===== src/rtl/flash_page_packer.sv =====
// flash_page_packer: splits one write request into page-aligned program operations
// of at most 256 bytes, buffering each chunk locally before issuing it to flash_driver.
module flash_page_packer #(
    parameter logic [1:0] P_PROGRAM_TYPE = 2'd1,
    parameter int         P_PAGE_SIZE    = 256
) (
    input  logic        i_clk,
    input  logic        i_rst,
    input  logic [23:0] i_req_addr,
    input  logic [15:0] i_req_len,
    input  logic        i_req_valid,
    output logic        o_req_ready,
    input  logic [7:0]  i_s_data,
    input  logic        i_s_valid,
    output logic        o_s_ready,
    output logic [1:0]  o_operation_type,
    output logic [23:0] o_operation_addr,
    output logic [8:0]  o_operation_num,
    output logic        o_operation_valid,
    input  logic        i_operation_ready,
    output logic [7:0]  o_write_data,
    output logic        o_write_sop,
    output logic        o_write_eop,
    output logic        o_write_valid,
    output logic        o_busy,
    output logic        o_done
);

    typedef enum logic [1:0] {S_IDLE, S_FILL, S_CMD, S_SEND} state_t;

    state_t      state_q;
    logic [23:0] addr_q;
    logic [15:0] rem_q;
    logic [8:0]  idx_q;
    logic [7:0]  page_mem_q [0:255];

    logic [1:0]  op_type_q;
    logic [23:0] op_addr_q;
    logic [8:0]  op_num_q;
    logic        op_valid_q;
    logic [7:0]  wr_data_q;
    logic        wr_sop_q;
    logic        wr_eop_q;
    logic        wr_valid_q;
    logic        busy_q;
    logic        done_q;

    logic [8:0]  space_w;
    logic [8:0]  clen_w;
    logic [8:0]  last_idx_w;
    logic        fill_beat_w;

    // addr_q and rem_q only move after a chunk is sent, so the chunk length can be
    // derived combinationally and stays stable through FILL, CMD and SEND.
    assign space_w     = 9'(P_PAGE_SIZE) - {1'b0, addr_q[7:0]};
    assign clen_w      = ({1'b0, rem_q} < {8'd0, space_w}) ? rem_q[8:0] : space_w;
    assign last_idx_w  = clen_w - 9'd1;
    assign fill_beat_w = (state_q == S_FILL) && i_s_valid;

    assign o_req_ready       = (state_q == S_IDLE);
    assign o_s_ready         = (state_q == S_FILL);
    assign o_operation_type  = op_type_q;
    assign o_operation_addr  = op_addr_q;
    assign o_operation_num   = op_num_q;
    assign o_operation_valid = op_valid_q;
    assign o_write_data      = wr_data_q;
    assign o_write_sop       = wr_sop_q;
    assign o_write_eop       = wr_eop_q;
    assign o_write_valid     = wr_valid_q;
    assign o_busy            = busy_q;
    assign o_done            = done_q;

    always_ff @(posedge i_clk) begin
        if (fill_beat_w) begin
            page_mem_q[idx_q[7:0]] <= i_s_data;
        end
    end

    always_ff @(posedge i_clk or negedge i_rst) begin
        if (!i_rst) begin
            state_q    <= S_IDLE;
            addr_q     <= 24'd0;
            rem_q      <= 16'd0;
            idx_q      <= 9'd0;
            op_type_q  <= 2'd0;
            op_addr_q  <= 24'd0;
            op_num_q   <= 9'd0;
            op_valid_q <= 1'b0;
            wr_data_q  <= 8'd0;
            wr_sop_q   <= 1'b0;
            wr_eop_q   <= 1'b0;
            wr_valid_q <= 1'b0;
            busy_q     <= 1'b0;
            done_q     <= 1'b0;
        end else begin
            done_q <= 1'b0;
            case (state_q)
                S_IDLE: begin
                    if (i_req_valid) begin
                        addr_q <= i_req_addr;
                        rem_q  <= i_req_len;
                        idx_q  <= 9'd0;
                        if (i_req_len == 16'd0) begin
                            done_q <= 1'b1;
                        end else begin
                            state_q <= S_FILL;
                            busy_q  <= 1'b1;
                        end
                    end
                end
                S_FILL: begin
                    if (i_s_valid) begin
                        if (idx_q == last_idx_w) begin
                            idx_q      <= 9'd0;
                            state_q    <= S_CMD;
                            op_type_q  <= P_PROGRAM_TYPE;
                            op_addr_q  <= addr_q;
                            op_num_q   <= clen_w;
                            op_valid_q <= 1'b1;
                        end else begin
                            idx_q <= idx_q + 9'd1;
                        end
                    end
                end
                S_CMD: begin
                    // Byte 0 is fetched during the handshake so the burst starts without a gap.
                    if (i_operation_ready) begin
                        op_valid_q <= 1'b0;
                        state_q    <= S_SEND;
                        wr_data_q  <= page_mem_q[8'd0];
                        wr_sop_q   <= 1'b1;
                        wr_eop_q   <= (clen_w == 9'd1);
                        wr_valid_q <= 1'b1;
                        idx_q      <= 9'd1;
                    end
                end
                S_SEND: begin
                    if (wr_eop_q) begin
                        wr_valid_q <= 1'b0;
                        wr_sop_q   <= 1'b0;
                        wr_eop_q   <= 1'b0;
                        idx_q      <= 9'd0;
                        addr_q     <= addr_q + {15'd0, clen_w};
                        rem_q      <= rem_q - {7'd0, clen_w};
                        if (rem_q == {7'd0, clen_w}) begin
                            state_q <= S_IDLE;
                            busy_q  <= 1'b0;
                            done_q  <= 1'b1;
                        end else begin
                            state_q <= S_FILL;
                        end
                    end else begin
                        wr_data_q <= page_mem_q[idx_q[7:0]];
                        wr_sop_q  <= 1'b0;
                        wr_eop_q  <= (idx_q == last_idx_w);
                        idx_q     <= idx_q + 9'd1;
                    end
                end
                default: state_q <= S_IDLE;
            endcase
        end
    end

endmodule


===== config.mk =====
export PLATFORM = sky130hd
export DESIGN_NAME = flash_page_packer
export DESIGN_NICKNAME = d
export VERILOG_FILES = /design/src/rtl/flash_page_packer.sv
export SDC_FILE = /design/constraint.sdc
export NUM_CORES = 2
export LEC_CHECK = 0
export CORE_MARGIN = 5
export CORE_UTILIZATION = 63
export DETAILED_ROUTE_END_ITERATION = 16
export DONT_BUFFER_PORTS = 1
export GPL_TIMING_DRIVEN = 0
export PLACE_DENSITY_LB_ADDON = 0.15
export SYNTH_ARGS = -nofsm -noshare
export SYNTH_HDL_FRONTEND = slang
export SYNTH_SLANG_ARGS = --single-unit

===== constraint.sdc =====
create_clock -name i_clk -period 7.1 [get_ports i_clk]
set_clock_uncertainty 0.2 [all_clocks]
set_input_delay 1.42 -clock i_clk [delete_from_list [all_inputs] [get_ports i_clk]]
set_output_delay 1.42 -clock i_clk [all_outputs]
set_load 0.02 [all_outputs]

; ---- After elaboration in Yosys (flattened, before gate mapping)
; Memories as Yosys holds them, arrays and structs flattened.
; Cells that the tools add are included.
[totals]
out_inout_bits = 51
romBits = 0
mem_bits_rw = 2048
n_memories = 1
latchBits = 0
word_cells = 97
regBits = 99
[classes]
order_cmp = 1
reduce_logical = 15
n_mul = 0
muxes = 47
n_eq_ne = 14
bitwise_logic = 0
div_mod_pow = 0
n_addsub = 5
shift = 0
[mem_list]
columns = name, words, word_bits, rd, rd_ports_with_merged_regs, write_ports, line
row1 = page_mem_q, 256, 8, 2, 0, 1, 35  ; logic [7:0] page_mem_q [0:255];
[op_table]
columns = op, n
row1 = $mux 9, 6
row2 = $mux 24, 2
row3 = $pmux 24 s2, 1
row4 = $pmux 9 s4, 1
row5 = $mux 16, 2
row6 = $pmux 16 s2, 1
row7 = $add 24x9->24, 1
row8 = $mux 1, 18
row9 = $eq 16x9->1, 1
row10 = $logic_not 16->1, 1
row11 = $lt 16x9->1, 1
row12 = $mux 8, 2
row13 = $pmux 8 s2, 1
row14 = $sub 16x9->16, 1
row15 = $reduce_and 3->1, 5
row16 = $ne 2x2->1 const B, 7
row17 = $mux 2, 6
row18 = $pmux 1 s2, 6
row19 = $add 9x1->9 const B, 1
row20 = $eq 9x1->1 const B, 1
row21 = $eq 9x9->1, 1
row22 = $sub 9x1->9 const B, 1
row23 = $sub 9x8->9 const A, 1
row24 = $pmux 2 s4, 1
row25 = other kinds (10), 13

; ---- Longest topological paths before layout
[logic_depth]
depth_word = 8
depth_mapped = 30
mapped_depth_nobuf = 27

; ---- Worst setup path before layout
; OpenSTA, ideal clock, no wires.
[synth_path]
path_type = flip-flop to flip-flop
from = reg addr_q[0]
to = reg rem_q[11]
path_stages_with_launch = 30
required_ns = 6.813
setup_slack_ns = 0.644
arrival_ns = 6.169
path_buffers = 3
path_cell_list = dfrtp_1 > clkbuf_1 > inv_1 > ha_1 > or3b_1 > buf_2 > or2_2 > nor3_1 > inv_1 > ha_1 > nand3_1 > or4_4 > nand3_2 > o21bai_1 > nand2_1 > clkbuf_1 > o21ai_0 > inv_1 > ha_1 > nor2b_1 > o21ai_0 > a21boi_0 > o21ai_0 > a21boi_0 > o21ai_0 > a21boi_0 > o21ai_0 > nand2b_1 > or4_1 > o211ai_1
[synth_via]
elab_chain_cells = 6
[synth_rtl]
columns = element, line
row1 = "start, declared", 32  ; logic [23:0] addr_q;
row2 = "start signal, assigned", 100  ; addr_q <= i_req_addr;
row3 = "start signal, assigned", 143  ; addr_q <= addr_q + {15'd0, clen_w};
row4 = $sub 9x8->9 (*), 55  ; assign space_w = 9'(P_PAGE_SIZE) - {1'b0, addr_q[7:0]};
row5 = $lt 16x9->1, 56  ; assign clen_w = ({1'b0, rem_q} < {8'd0, space_w}) ? rem_q[8:0] : space_w;
row6 = $mux 9 (*), 56
row7 = net clen_w[1], 49  ; logic [8:0] clen_w;
row8 = $sub 16x9->16 (*), 144  ; rem_q <= rem_q - {7'd0, clen_w};
row9 = $mux 16 (*), 138  ; if (wr_eop_q) begin
row10 = $pmux 16 s2 (*), 97  ; case (state_q)
row11 = "end signal, assigned", 101  ; rem_q <= i_req_len;
row12 = "end signal, assigned", 144
row13 = "end, declared", 33  ; logic [15:0] rem_q;
; Mark *: on every way through the listed nets, which the timed path passes. The rest lies on a longest branch. The select of a mux whose other input is x is not followed.
; A chain may end at the register's enable or synchronous reset.

; ---- Worst setup path after layout
[layout_path]
from = reg idx_q[1]
to = mem page_mem_q[24][4], enable pin
[layout_rtl]
columns = element, line
row1 = "start, declared", 34  ; logic [8:0] idx_q;
row2 = "start signal, assigned", 121  ; idx_q <= idx_q + 9'd1;
row3 = "start signal, assigned", 156  ; idx_q <= idx_q + 9'd1;
row4 = "end, declared", 35
; Straight into the memory's write port.

==> results by stage <==
Global route:
- Across every metal layer, demand over resource in global routing totals 0.3957.
- The wire length of the first global-routing pass is 376,100 um.
- Entering global routing, the biggest net connects 257 pins.
- The initial antenna violation count is 17.
- The number of global-route vias before repair is about 45,000.
- The total grt overflow is 0.

Setup path:
- At the worst endpoint, the required time is 7.37 ns.
- The worst setup path is of the flop to flop kind.
- The kind of start point of the critical path is a flop.
- Data arrives at the worst endpoint at ~7.7 ns.
- The endpoint class of the critical path is a flop.
- Along the worst path, the maximum fanout reaches 19.
- Counting cells, the worst reg-to-reg path comes to 10.

Layout:
- In the final layout, the share of cells above drive strength 1 is 0.2529.
- Counting the fill cells in the layout gives 8,098.
- From synthesis to final layout, the design area changed by 10.64%.
- For this run, the share of the core covered by cells in the final layout is 0.7011.
- The final-stage net count is 4,421.

Floorplanning:
- The die width is 378.9 um.
- The die is 378.9 um tall.
- The core area is 135,300 um2.
- The number of top-level pins is 104.
- The initial utilization of the core area, before any placement, comes to 0.6337.
- The floorplan die area is between 100,000 and 150,000 um2.
- The placement row count is approximately 140.

Clock network:
- The later pin in the worst-skew pair is clocked with a latency of 0.85 ns.
- The clock-pin slew on the worst setup and hold paths is 0.06 ns.
- The CTS root buffer is sky130_fd_sc_hd__clkbuf_16.
- The clock tree synthesis step divided the H-tree into 4 levels.
- TritonCTS built the clock tree.
- The clock passes through at most 3 buffers.
- After clock tree synthesis, the flow added hold-fix buffers numbering 0.
- The tree built by TritonCTS fans out to 2,147 sinks.
- The clock buffer count from CTS is 204.

STA:
- The count of endpoints failing hold in the final timing report is 0.
- Final hold analysis gives a worst-case slack of 0.06687 ns.
- The final number of max-transition violations is 44.
- Setup violations remaining at the end of the flow were counted as 679.
- The slew at the pin with the worst max-slew slack is 1.669 ns.
- Static timing analysis puts the maximum clock frequency at 0.1353 GHz.
- Setup repair after global routing could not meet its margin everywhere.
- After layout, the worst setup slack is -0.2889 ns.
- The share of the clock period used by the worst path is 1.041.
- Headroom to the max-slew limit came out at -0.1128.
- The routed design could run at a clock period as short as approximately 7.4 ns.

Drt:
- The length of the first detailed-routing pass in iterations is 9.
- The final routed DRC violation total is 0.
- Detailed routing inserted a total of 47,323 vias.
- Using the TritonRoute via totals, the vias-per-cell ratio works out to 7.518.
- The count of nets left with antenna violations once routing finished came out at 0.
- The overall routed net length is 279,100 um.
- The first routing iteration left 8,847 violations.
- The average wire per standard cell is 44.33 um.

Status:
- The run finished, with violations left.
- The checks that failed: max-capacitance violations, max-slew violations, negative setup slack.

Yosys:
- Of all cell types, the one taking the most synthesized area is sky130_fd_sc_hd__edfxtp_1.
- The post-synth design cell area is ~86,000 um2.
- The proportion of netlist area held by the largest area contributor is 0.7173.
- The synthesized design contains a little over 2,000 enable-type register cells.
- Counting instances in the post-synthesis netlist gives the leading cell types as sky130_fd_sc_hd__edfxtp_1 (2,048), sky130_fd_sc_hd__mux4_2 (649), sky130_fd_sc_hd__nor2_1 (308).
- After synthesis the netlist holds a flip-flop and latch count of 2,147.
- The simple-gate share of the synthesized area is 0.03284.
- Of the post-synthesis cell area, the part taken by muxes is 0.1789.
- The Yosys warning count is 0.
- Dividing the synthesized area by the synthesized cell count gives roughly 21 um2.
- After synthesis, the largest family of logic cells by area is multiplexers.
- The compound-gate portion of the synthesized area is 0.01995.
- The synthesized instance count is 4,113.
- Of the total synthesized cell area, the portion taken by full adders, half adders and majority gates is 0.005575.
- sky130_fd_sc_hd__edfxtp_1 is the most common cell in the netlist.
- Sorting the synthesized cells by area gives the leading types as sky130_fd_sc_hd__edfxtp_1 (72%), sky130_fd_sc_hd__mux4_2 (17%), sky130_fd_sc_hd__dfrtp_1 (2.9%).
- The share of the Yosys chip area taken by registers is 0.7462.
- The fraction of synthesis flops using an asynchronous set or reset pin is 0.04611.
- The net count of the mapped netlist is 4,203.
- After synthesis, the netlist uses 76 different library cells.
- The most used flip-flop cell after synthesis is sky130_fd_sc_hd__edfxtp_1.
- Of the total synthesized cell area, the portion taken by XOR and XNOR cells is 0.003079.

Placement:
- The HPWL after detailed placement is 172,100 um.
- Timing analysis after detailed placement gives a worst setup slack of -1.719 ns.
- Input and output buffers added on the ports amount to 0.
- The congestion estimate from routability-driven global placement came to 0.9906.

Power and ir drop:
- The internal power of the cells totals 24.53 mW.
- The switching power share of the total is 0.3548.
- The share of total power dissipated in sequential elements is 0.382.
- Of the total power, the clock network draws 0.275.
- The part of the total power dissipated in combinational logic is 0.343.
- The leakage component of the power is 29.76 nW.
- Across the VDD grid, the largest voltage drop is 253.3 uV.
- The power per cell area is approximately 400 nW/um2.
- Summed over all nets, the switching power comes to 13.49 mW.

Hold path:
- The type of the tightest min-delay check is input port to async pin.

Run:
- The tool flagged a number of max-cap violations equal to 5.
[cell type report]
type | count | area (um2) | area share
repair buffers | 16 | 255.2 | 0.002691
plain buffers | 240 | 1119 | 0.01179
multi-input cells | 1672 | 20770 | 0.2189
flip-flops and latches | 2147 | 63980 | 0.6745
diodes | 10 | 25.02 | 0.0002638
clock buffers | 273 | 5564 | 0.05866
clock inverters | 106 | 730.7 | 0.007704
inverters | 50 | 187.7 | 0.001979
well taps | 1781 | 2228 | 0.02349
[timing repair]
action,CTS,global route
gates cloned,0,0
buffers inserted,3,2
endpoints found under the setup margin,1534,271
pin swaps,2,4
gates resized for setup,20,40
[critical path, cell delays in order, from the launching register on]
cell and delay [ns]:
sky130_fd_sc_hd__dfrtp_1 0.41, sky130_fd_sc_hd__clkbuf_1 0.41, sky130_fd_sc_hd__clkdlybuf4s15_1 1.06, sky130_fd_sc_hd__clkbuf_1 0.98
sky130_fd_sc_hd__clkbuf_2 0.93, sky130_fd_sc_hd__inv_1 0.43, sky130_fd_sc_hd__ha_1 0.33, sky130_fd_sc_hd__and3_1 0.27
sky130_fd_sc_hd__nand2_1 0.58, sky130_fd_sc_hd__clkbuf_2 0.82, sky130_fd_sc_hd__nor2_1 0.46
[power groups by stage]
| stage | logic [mW] | clock network [mW] | registers [mW] |
|---|---|---|---|
| after floorplan | 6.98 | 0 | 14.6 |
| after global placement | 12.2 | 0 | 14.7 |
| after detailed placement | 12.3 | 0 | 14.8 |
| after CTS | 12.4 | 10.4 | 14.5 |
| after global routing | 13.1 | 11.0 | 14.5 |
| final | 13.0 | 10.5 | 14.5 |
[worst paths after layout]
path | startpoint | to | slack (ns)
max | idx_q[1]$_DFFE_PN0P_ | page_mem_q[24][4]$_DFFE_PP_ | -0.29
min | i_rst | o_operation_addr[7]$_DFFE_PN0P_ | 0.07
max reg2reg | idx_q[1]$_DFFE_PN0P_ | page_mem_q[24][4]$_DFFE_PP_ | -0.29
min reg2reg | addr_q[8]$_DFFE_PN0P_ | addr_q[8]$_DFFE_PN0P_ | 0.32
max in group asynchronous | i_rst | addr_q[15]$_DFFE_PN0P_ | 6.48
min in group i_clk | addr_q[8]$_DFFE_PN0P_ | addr_q[8]$_DFFE_PN0P_ | 0.32
[through the flow]
stage	cells	instance area [um2]	power [mW]	setup TNS (ns)
floorplan	4113	85730	21.62	0
global placement	5894	87960	26.92	-3703.71
detailed placement	5905	88310	27.05	-957.41
CTS	6284	94680	37.27	0
global route	6285	94830	38.60	-0.4192
finish	6295	94850	38.02	-118.96
[placed cells by master, fill, tap and decap left out, drive strengths merged, types with 20 or more instances in the layout]
master	n
and3	22
o21ai	72
nor2	309
o22ai	29
nor3	24
mux4	649
dfrtp	99
nand3	48
inv	54
clkinv	85
xnor2	20
clkbuf	434
edfxtp	2048
ha	35
nand2	120
a21oi	66
buf	92
mux2	38
mux2i	29
[logic make-up after synthesis]
group,after synthesis
xor+xnor,27
flops,2147
compound gates,268
fa+ha+maj,37
buf+inv,294
other cells,1
mux,716
simple gates,623
[flip-flops by register name, indices dropped and copies added (netlist names)]
name,count
page_mem_q,2048
addr_q,24
o_operation_addr,24
rem_q,16
idx_q,9
o_operation_num,9
o_write_data,8
state_q,2
o_busy,1
o_done,1
o_operation_type,1
o_operation_valid,1
o_write_eop,1
o_write_sop,1
o_write_valid,1
[routing by layer]
layer / up-vias / GRT usage / part of all wire
met5: - / 0.004803 / 0.00060
met4: 8 / 0.2388 / 0.079
met3: 960 / 0.2030 / 0.17
met2: 4457 / 0.5586 / 0.43
met1: 24394 / 0.4925 / 0.32
li1: 17504 / - / -
Power figures use the tool's default switching activity.
